===== src/rtl/bmp_stream_parser.sv =====
// Streaming BMP parser: validates the 54-byte header, skips to pixel data and
// emits 24-bit BGR-order triplets (first byte in [23:16]) while dropping row padding.
module bmp_stream_parser #(
   parameter int HEADER_SIZE = 54,
   parameter int PIXEL_WIDTH = 24
) (
   input  logic                   clock,
   input  logic                   reset,
   input  logic [7:0]             in_dout,
   input  logic                   in_empty,
   output logic                   in_rd_en,
   output logic [PIXEL_WIDTH-1:0] out_din,
   input  logic                   out_full,
   output logic                   out_wr_en,
   output logic [31:0]            img_width,
   output logic [31:0]            img_height,
   output logic                   header_valid,
   output logic                   done,
   output logic                   error
);

   typedef enum logic [2:0] {
      S_HEADER = 3'd0,
      S_SKIP   = 3'd1,
      S_PIXEL  = 3'd2,
      S_PAD    = 3'd3,
      S_DONE   = 3'd4,
      S_ERROR  = 3'd5
   } state_t;

   state_t      state_r, state_nxt_s;
   logic [15:0] hdr_idx_r;
   logic [7:0]  sig0_r, sig1_r;
   logic [31:0] offset_r, width_r, height_r;
   logic [15:0] bpp_r;
   logic [31:0] skip_cnt_r, col_r, row_r;
   logic [1:0]  tri_r;
   logic [7:0]  b_hi_r, b_mid_r;
   logic [23:0] pix_r;
   logic        pix_valid_r, header_valid_r, done_r, error_r;

   logic        hdr_last_s, hdr_bad_s, col_last_s, row_last_s, pad_s, cnt_last_s, pix_load_s;
   logic [1:0]  lane_s;

   assign hdr_last_s = (hdr_idx_r == 16'(HEADER_SIZE - 1));
   assign hdr_bad_s  = (sig0_r != 8'h42) || (sig1_r != 8'h4D) || (bpp_r != 16'd24) ||
                       (width_r == 32'd0) || (height_r == 32'd0) || height_r[31] ||
                       (offset_r < 32'(HEADER_SIZE));
   assign col_last_s = (col_r == width_r - 32'd1);
   assign row_last_s = (row_r == height_r - 32'd1);
   assign pad_s      = (width_r[1:0] != 2'd0);
   assign cnt_last_s = (skip_cnt_r == 32'd1);
   assign pix_load_s = (state_r == S_PIXEL) && in_rd_en && (tri_r == 2'd2);
   // Byte position inside each 4-byte little-endian field (fields start at ...10b)
   assign lane_s     = hdr_idx_r[1:0] - 2'd2;

   assign out_din      = pix_r;
   assign img_width    = width_r;
   assign img_height   = height_r;
   assign header_valid = header_valid_r;
   assign done         = done_r;
   assign error        = error_r;

   // State register
   always_ff @(posedge clock) begin
      if (reset) state_r <= S_HEADER;
      else       state_r <= state_nxt_s;
   end

   // Next-state logic; every transition is qualified by an actual byte consume
   always_comb begin
      state_nxt_s = state_r;
      case (state_r)
         S_HEADER: begin
            if (in_rd_en && hdr_last_s) begin
               if (hdr_bad_s)                          state_nxt_s = S_ERROR;
               else if (offset_r > 32'(HEADER_SIZE))   state_nxt_s = S_SKIP;
               else                                    state_nxt_s = S_PIXEL;
            end else begin
               state_nxt_s = S_HEADER;
            end
         end
         S_SKIP: begin
            if (in_rd_en && cnt_last_s) state_nxt_s = S_PIXEL;
            else                        state_nxt_s = S_SKIP;
         end
         S_PIXEL: begin
            if (pix_load_s && col_last_s) begin
               if (pad_s)           state_nxt_s = S_PAD;
               else if (row_last_s) state_nxt_s = S_DONE;
               else                 state_nxt_s = S_PIXEL;
            end else begin
               state_nxt_s = S_PIXEL;
            end
         end
         S_PAD: begin
            if (in_rd_en && cnt_last_s) begin
               if (row_r == height_r) state_nxt_s = S_DONE;
               else                   state_nxt_s = S_PIXEL;
            end else begin
               state_nxt_s = S_PAD;
            end
         end
         S_DONE:  state_nxt_s = S_DONE;
         S_ERROR: state_nxt_s = S_ERROR;
         default: state_nxt_s = S_ERROR;
      endcase
   end

   // FIFO handshakes; the third byte waits until the holding register can take it
   always_comb begin
      in_rd_en  = 1'b0;
      out_wr_en = 1'b0;
      if (reset) begin
         in_rd_en  = 1'b0;
         out_wr_en = 1'b0;
      end else begin
         out_wr_en = pix_valid_r & ~out_full;
         case (state_r)
            S_HEADER, S_SKIP, S_PAD: in_rd_en = ~in_empty;
            S_PIXEL: in_rd_en = ~in_empty & ((tri_r != 2'd2) | ~pix_valid_r | ~out_full);
            default: in_rd_en = 1'b0;
         endcase
      end
   end

   // Header byte capture
   always_ff @(posedge clock) begin
      if (reset) begin
         hdr_idx_r <= 16'd0;
         sig0_r    <= 8'd0;
         sig1_r    <= 8'd0;
         offset_r  <= 32'd0;
         width_r   <= 32'd0;
         height_r  <= 32'd0;
         bpp_r     <= 16'd0;
      end else if ((state_r == S_HEADER) && in_rd_en) begin
         hdr_idx_r <= hdr_idx_r + 16'd1;
         case (hdr_idx_r) inside
            16'd0:            sig0_r <= in_dout;
            16'd1:            sig1_r <= in_dout;
            [16'd10:16'd13]:  offset_r[{lane_s, 3'b000} +: 8] <= in_dout;
            [16'd18:16'd21]:  width_r[{lane_s, 3'b000} +: 8]  <= in_dout;
            [16'd22:16'd25]:  height_r[{lane_s, 3'b000} +: 8] <= in_dout;
            [16'd28:16'd29]:  bpp_r[{hdr_idx_r[0], 3'b000} +: 8] <= in_dout;
            default: ;
         endcase
      end
   end

   // Skip/pad down-counter, pixel assembly, column/row counters and holding register
   always_ff @(posedge clock) begin
      if (reset) begin
         skip_cnt_r  <= 32'd0;
         tri_r       <= 2'd0;
         b_hi_r      <= 8'd0;
         b_mid_r     <= 8'd0;
         col_r       <= 32'd0;
         row_r       <= 32'd0;
         pix_r       <= 24'd0;
         pix_valid_r <= 1'b0;
      end else begin
         if ((state_r == S_HEADER) && (state_nxt_s == S_SKIP))
            skip_cnt_r <= offset_r - 32'(HEADER_SIZE);
         else if (((state_r == S_SKIP) || (state_r == S_PAD)) && in_rd_en)
            skip_cnt_r <= skip_cnt_r - 32'd1;
         else if (pix_load_s && col_last_s)
            skip_cnt_r <= {30'd0, width_r[1:0]};

         if ((state_r == S_PIXEL) && in_rd_en) begin
            case (tri_r)
               2'd0: begin b_hi_r  <= in_dout; tri_r <= 2'd1; end
               2'd1: begin b_mid_r <= in_dout; tri_r <= 2'd2; end
               default: begin
                  tri_r <= 2'd0;
                  if (col_last_s) begin
                     col_r <= 32'd0;
                     row_r <= row_r + 32'd1;
                  end else begin
                     col_r <= col_r + 32'd1;
                  end
               end
            endcase
         end

         if (pix_load_s) begin
            pix_r       <= {b_hi_r, b_mid_r, in_dout};
            pix_valid_r <= 1'b1;
         end else if (out_wr_en) begin
            pix_valid_r <= 1'b0;
         end
      end
   end

   // Sticky status flags
   always_ff @(posedge clock) begin
      if (reset) begin
         header_valid_r <= 1'b0;
         done_r         <= 1'b0;
         error_r        <= 1'b0;
      end else begin
         if ((state_r == S_HEADER) && ((state_nxt_s == S_SKIP) || (state_nxt_s == S_PIXEL)))
            header_valid_r <= 1'b1;
         if ((state_r == S_HEADER) && (state_nxt_s == S_ERROR))
            error_r <= 1'b1;
         if ((state_r == S_DONE) && !pix_valid_r)
            done_r <= 1'b1;
      end
   end

endmodule


===== config.mk =====
export PLATFORM = sky130hd
export DESIGN_NAME = bmp_stream_parser
export DESIGN_NICKNAME = d
export VERILOG_FILES = /design/src/rtl/bmp_stream_parser.sv
export SDC_FILE = /design/constraint.sdc
export NUM_CORES = 1
export LEC_CHECK = 0
export CAP_MARGIN = 10
export CORE_ASPECT_RATIO = 1.25
export CORE_MARGIN = 5
export CORE_UTILIZATION = 58
export CTS_CLUSTER_DIAMETER = 150
export DETAILED_ROUTE_END_ITERATION = 10
export DONT_BUFFER_PORTS = 1
export GPL_TIMING_DRIVEN = 0
export HOLD_SLACK_MARGIN = 0.05
export PLACE_DENSITY = 0.76
export SYNTH_ARGS = -nofsm -noshare
export SYNTH_HDL_FRONTEND = slang
export SYNTH_SLANG_ARGS = --single-unit
export TNS_END_PERCENT = 20

===== constraint.sdc =====
create_clock -name clock -period 3.4 [get_ports clock]
set_input_delay 0.68 -clock clock [delete_from_list [all_inputs] [get_ports clock]]
set_output_delay 0.68 -clock clock [all_outputs]
set_load 0.03 [all_outputs]

==> results of run 1 <==
==> sequential cells by signal, summed over array words and instances (netlist names), 2 cells and up <==
| register | flops |
|---|---|
| b_hi_r | 8 |
| b_mid_r | 8 |
| bpp_r | 16 |
| col_r | 32 |
| hdr_idx_r | 16 |
| img_height | 32 |
| img_width | 32 |
| offset_r | 32 |
| out_din | 24 |
| row_r | 32 |
| sig0_r | 8 |
| sig1_r | 8 |
| skip_cnt_r | 32 |
| state_r | 3 |
| tri_r | 2 |
==> layout by cell type, fill, tap and decap left out, drive strengths merged, types with 10 or more instances in the layout <==
master,count
a211oi,20
a21oi,86
a31oi,17
and2,50
and3,23
and4,10
buf,43
clkbuf,124
dfxtp,289
ha,14
inv,29
mux2i,153
nand2,151
nand3,56
nand4,56
nor2,295
nor3,68
nor3b,15
nor4,50
nor4b,12
o211ai,13
o21ai,57
or2,11
or3,37
or4,27
xnor2,87
xor2,89
==> repair_timing <==
item | in CTS | in global routing
resized for setup | 83 | 79
cloned | 1 | 2
pin swaps | 18 | 21
buffers inserted | 13 | 13
endpoints found under the setup margin | 131 | 177
hold buffers | 0 | 0
==> stage by stage <==
stage                     TNS [ns]  utilization [%]
after floorplan            -0.0797                -
after global placement      -68.78             60.7
after detailed placement    -74.24             60.7
after CTS                    -9.11             65.8
after global routing        -39.13             67.4
final                       -16.70             67.4
==> final cells by class <==
class | instances | area [um2] | area share, %
multi-input cells | 1498 | 9930 | 54.9
flip-flops and latches | 289 | 5840 | 32.3
clock buffers | 38 | 820 | 4.53
plain buffers | 100 | 498 | 2.75
well taps | 345 | 432 | 2.39
repair buffers | 29 | 282 | 1.56
clock inverters | 16 | 189 | 1.04
inverters | 26 | 97.6 | 0.539
diodes | 1 | 2.50 | 0.0138
==> worst max-delay path, stage by stage, from the launching register on <==
cell and delay (ns):
dfxtp_4 0.38, buf_6 0.14, or4_4 0.56, buf_4 0.19
or4_1 0.48, a32oi_1 0.26, a21oi_2 0.16, nor4_1 0.34
nand4_1 0.21, or2_2 0.40, nand2_2 0.16, clkbuf_4 0.23
nor2_1 0.07
==> worst min-delay path by stage <==
stage | from | slack [ns] | endpoint
6_report | out_full | 0.26 | pix_valid_r
2_1_floorplan | b_hi_r[7] | 0.43 | out_din[23]
5_1_grt | out_full | 0.28 | pix_valid_r
3_5_place_dp | b_hi_r[7] | 0.45 | out_din[23]
3_3_place_gp | b_hi_r[7] | 0.44 | out_din[23]
4_1_cts | out_full | 0.25 | pix_valid_r
==> cell usage after synthesis, types with 5 or more instances <==
library cell / count
and3_1: 23
mux2i_1: 153
a31oi_1: 17
or4_1: 25
clkbuf_1: 92
nor3b_1: 14
o21ai_0: 56
or3_1: 37
nand3b_1: 8
ha_1: 14
o31ai_1: 6
a211oi_1: 20
nand3_1: 54
inv_1: 26
nand2_1: 151
nor2b_1: 5
and4_1: 10
or2_2: 10
xor2_1: 89
a21oi_1: 86
and2_1: 50
nand2b_1: 7
xnor2_1: 87
o211ai_1: 13
nor4bb_1: 6
nand4_1: 55
nor3_1: 67
nor4_1: 47
buf_6: 5
nand4b_1: 6
dfxtp_1: 289
nor2_1: 295
o31a_1: 5
nor4b_1: 11
==> per-layer routing <==
metal	wire length [um]	share of wire (%)
met5	0	0
met4	3100	6.0
met3	4840	9.4
met2	24000	47
met1	19700	38
==> power by group through the flow <==
| stage | Sequential (mW) | Clock (mW) | Combinational, mW |
|---|---|---|---|
| after floorplan | 3.47 | 0 | 0.132 |
| after global placement | 3.47 | 0 | 0.226 |
| after detailed placement | 3.47 | 0 | 0.228 |
| after CTS | 3.39 | 3.39 | 0.230 |
| after global routing | 3.39 | 3.54 | 0.251 |
| final | 3.39 | 3.37 | 0.243 |
==> cells by family (layout without fill, tap and decap cells) <==
family          Yosys count  after routing  synth area share (%)
compound gates          250            250                  9.82
xor+xnor                176            176                  9.75
fa+ha+maj                14             14                  1.11
buf+inv                 131            209                  3.38
flops                   289            289                  36.6
mux                     154            154                  9.76
other cells               0              1                     0
simple gates            904            904                  29.6
==> impl_metrics.toml, run 1 <==
[synthesis]
synth_area_um2 = 15800
yosysSeqAreaShare_pct = 36.6
syn_nets = 1944
synth-edff-count = 0
yosysTopAreaCell = "dfxtp_1"
synth_cell_type_count = 73
ys_ff_latch = 289
synth_top_cells_by_area = "dfxtp_1 37%, mux2i_1 9.7%, nor2_1 7.0%"
async_reset_ff_share_pct = 0
synth_top_area_share_pct = 36.6
netlist_instances = 1918
ys_warn_count = 0
ys.flop_type = "dfxtp_1"
syn_avg_cell_area_um2 = 8.24

[clock_network]
cts.sinks = 289
cts_max_path_buffers = 3
htreeDepth = 1
clockRootBuffer = "clkbuf_16"
cts_tree = "built"
cts.clk_slew.worst_paths_ns = 0.07
clock_latency_ns = 0.56
cts_buffers = 29

[critical_path]
cp-end-kind = "flop"
criticalPathCategory = "flop to flop"
crit_start = "img_width[4]"
cp_max_fo = 10
worstReg2RegEnd = "col_r[23]"
worstSetupStartpointType = "flop"
crit_arrival_ns = 4.15
endpoint = "col_r[23]"
r2r_slack_ns = -0.30
crit_required_ns = 3.84
crit-reg2reg-launch = "img_width[4]"
reg2regPathDepth = 12

[sta]
setup_violations = 107
finalClockSkew_ns = 0.0128
tightest_slew_ns = 1.10
rsz0062_at_grt = "yes"
fin_crit_sh_pct = 109
finalHoldViolCount = 0
relSlewSlack_pct = 26.1
layout_setup_ws_ns = -0.302
min_period_ns = 3.70
fmaxAchievable_mhz = 270
finalMaxSlewViolations = 0
whs_ns = 0.260

[cells_and_area]
drive_above_1_share_pct = 11.4
stdcell_area_um2 = 18100
nFillCells = 2215
nets = 1999
fin_cells = 2342
area_delta_synth_final_pct = 14.4

[status]
failed_checks = "setup timing"
outcome = "finished, violations left"

[power]
power.share.clock_pct = 48.1
vdd_drop_max_v = 0.000423
p_int_mw = 5.38
switchingPower_mw = 1.63
switching_share_pct = 23.2
p_per_area_nw_per_um2 = 387
combPwrFrac_pct = 3.5
finalPower_mw = 7.00
p_seq_share_pct = 48.4
leakage_nw = 7.76

[global_route]
grt_usage_pct = 32.0
grt_max_degree = 16
met2_usage_pct = 52.3
antenna_found_initial = 0
grt.busiest_layer = "met2"
grtUsageMet3_pct = 6.52
grt_remaining_overflow = 0
grt_pass1_vias = 14000
grt_use_met1_pct = 39.8
grt_pass1_wl_um = 78100

[floorplanning]
ios = 105
die_x_um = 158
dieArea_um2 = 30700
start_util_pct = 58.9
core_area_um2 = 26800
num_rows = 67
die_height_um = 195

[drt]
drt.antenna.violating_nets = 0
vias_per_cell = 6.34
drc = 0
routed-via-count = 14800
routed_wl_um = 51700
first_pass_iters = 6
drtIter0Drc = 1230
drt-wirelength-per-cell_um = 22.1

[placed_design]
dpl-instance-area_um2 = 16300
place_hpwl_um = 37900
place_ws_ns = -1.00
dpl.cell_count = 2263
numPortBuffers = 0
gp_congestion = 0.987

[run]
cap_violations = 0

[hold_path]
hold_depth = 2
min_path_type = "primary input to flop"
(Power assumes the default switching activity.)
==> run 2: changes to the inputs <==
--- a/config.mk
+++ b/config.mk
@@ -8,13 +8,13 @@
 export CAP_MARGIN = 10
 export CORE_ASPECT_RATIO = 1.25
 export CORE_MARGIN = 5
-export CORE_UTILIZATION = 58
+export CORE_UTILIZATION = 63
 export CTS_CLUSTER_DIAMETER = 150
 export DETAILED_ROUTE_END_ITERATION = 10
 export DONT_BUFFER_PORTS = 1
 export GPL_TIMING_DRIVEN = 0
 export HOLD_SLACK_MARGIN = 0.05
-export PLACE_DENSITY = 0.76
+export PLACE_DENSITY = 0.79
 export SYNTH_ARGS = -nofsm -noshare
 export SYNTH_HDL_FRONTEND = slang
 export SYNTH_SLANG_ARGS = --single-unit
==> constraint.sdc (replaced) <==
create_clock -name clock -period 4.6 [get_ports clock]
set_input_delay 0.92 -clock clock [delete_from_list [all_inputs] [get_ports clock]]
set_output_delay 0.92 -clock clock [all_outputs]
set_load 0.03 [all_outputs]
==> run 2 against run 1 <==
  * The flow now finishes without violations
  * Clock power is 26% lower
  * Utilization is 2.9 points higher
  * Via count up 0.29%
  * Cell count shrank 1.6%
  * Critical path depth did not move
  * Routed wire length decreased by 0.37%
==> impl_metrics.toml, run 2 (synthesis gave the netlist of run 1 again) <==
[drt]
routed_wl_um = 51500
first_pass_iters = 6
routed-via-count = 14900
drt-wirelength-per-cell_um = 22.4
vias_per_cell = 6.46
drtIter0Drc = 1251
drt.antenna.violating_nets = 0
drc = 0

[sta]
tightest_slew_ns = 1.19
layout_setup_ws_ns = 0.128
finalMaxSlewViolations = 0
finalHoldViolCount = 0
fin_crit_sh_pct = 97.2
relSlewSlack_pct = 20.2
finalClockSkew_ns = 0.0198
fmaxAchievable_mhz = 224
tns_ns = 0
setup_violations = 0
min_period_ns = 4.47

[clock_network]
cts_max_path_buffers = 3
htreeDepth = 1
clockRootBuffer = "clkbuf_16"
cts.sinks = 289
ctsHoldBuffers = 0
cts_tree = "built"
cts_buffers = 29
clock_latency_ns = 0.56
cts.clk_slew.worst_paths_ns = 0.07

[critical_path]
worstSetupStartpointType = "flop"
cp_max_fo = 10
crit_required_ns = 5.08
criticalPathCategory = "flop to flop"
crit_arrival_ns = 4.95
r2r_slack_ns = 0.13
cp-end-kind = "flop"

[cells_and_area]
fin_cells = 2304
drive_above_1_share_pct = 5.07
mostFrequentLayoutCell = "nor2_1"
multi_input_area_um2 = 9530
stdcell_area_um2 = 17300
nets = 1978
nFillCells = 2007
layout_common_cells = "295 x nor2_1, 289 x dfxtp_1, 153 x mux2i_1"
ff_latch_area_um2 = 5790
area_delta_synth_final_pct = 9.40

[global_route]
met2_usage_pct = 56.5
grtUsageMet3_pct = 8.82
grt_remaining_overflow = 0
grt_use_met1_pct = 44.0
grt.busiest_layer = "met2"
grt_max_degree = 15
grt_pass1_vias = 14100
antenna_found_initial = 1
grt_pass1_wl_um = 79600
grt_usage_pct = 35.4

[floorplanning]
core_area_um2 = 24600
die_x_um = 152
die_height_um = 187
num_rows = 64
start_util_pct = 64.3
dieArea_um2 = 28400
ios = 105

[placed_design]
place_hpwl_um = 38300
dpl-instance-area_um2 = 16200
numPortBuffers = 0
dpl.cell_count = 2248
place_ws_ns = -0.373
gp_congestion = 0.974

[hold_path]
min_path_type = "flop to flop"

[power]
switchingPower_mw = 1.15
power.share.clock_pct = 48.0
combPwrFrac_pct = 3.4
p_int_mw = 4.01
p_seq_share_pct = 48.6
leakage_nw = 7.40
vdd_drop_max_v = 0.000310
p_per_area_nw_per_um2 = 299
switching_share_pct = 22.4

[status]
outcome = "finished, final reports clean"

[run]
cap_violations = 0
-- run 2: area by class of cell --
class / count / share of cell area [%]
plain buffers: 105 / 2.53
inverters: 26 / 0.564
clock inverters: 11 / 0.825
flip-flops and latches: 289 / 33.5
multi-input cells: 1498 / 55.1
clock buffers: 41 / 4.98
well taps: 330 / 2.39
repair buffers: 3 / 0.130
diodes: 1 / 0.0145
-- run 2: worst paths after layout --
check                                   from     endpoint  depth (start not counted)
worst max-delay path            img_width[5]   state_r[0]                         12
worst min-delay path               b_hi_r[7]  out_din[23]                          2
worst max register to register  img_width[5]   state_r[0]                         12
worst min register to register     b_hi_r[7]  out_din[23]                          2
-- run 2: layer usage --
| metal | share of wire (%) | vias to the layer above |
|---|---|---|
| li1 | - | 6902 |
| met1 | 38 | 7022 |
| met2 | 46 | 769 |
| met3 | 11 | 191 |
| met4 | 6.0 | 0 |
| met5 | 0 | - |
-- run 2: per-stage QoR --
stage | utilization [%] | total power [mW] | hold slack, ns
5_1_grt | 70.3 | 5.29 | 0.481
3_5_place_dp | 66.0 | 2.73 | 0.441
6_report | 70.3 | 5.16 | 0.452
2_1_floorplan | - | 2.66 | 0.431
3_3_place_gp | 66.0 | 2.73 | 0.439
4_1_cts | 70.1 | 5.18 | 0.449
-- run 2: repair_timing --
action | in CTS | in global routing
setup buffers | 0 | 3
setup endpoints to repair | 58 | 58
gates resized for setup | 1 | 4
pin swaps | 0 | 1
-- run 2: power by group through the flow --
| stage | Clock [mW] | Combinational (mW) | Sequential [mW] |
|---|---|---|---|
| global placement | 0 | 0.166 | 2.57 |
| finish | 2.48 | 0.175 | 2.51 |
| CTS | 2.50 | 0.168 | 2.51 |
| detailed placement | 0 | 0.167 | 2.57 |
| floorplan | 0 | 0.0976 | 2.57 |
| global route | 2.60 | 0.181 | 2.51 |
-- run 2: critical path, stage by stage (launching register included) --
cell      delay, ns
dfxtp_1        0.41
buf_2          0.23
or4_4          0.52
buf_6          0.15
nor3_1         0.62
and4_1         0.32
o211ai_1       0.09
nor3_1         0.18
and4b_1        0.53
buf_2          0.41
nand3_1        0.34
or3_1          0.44
a21oi_1        0.14
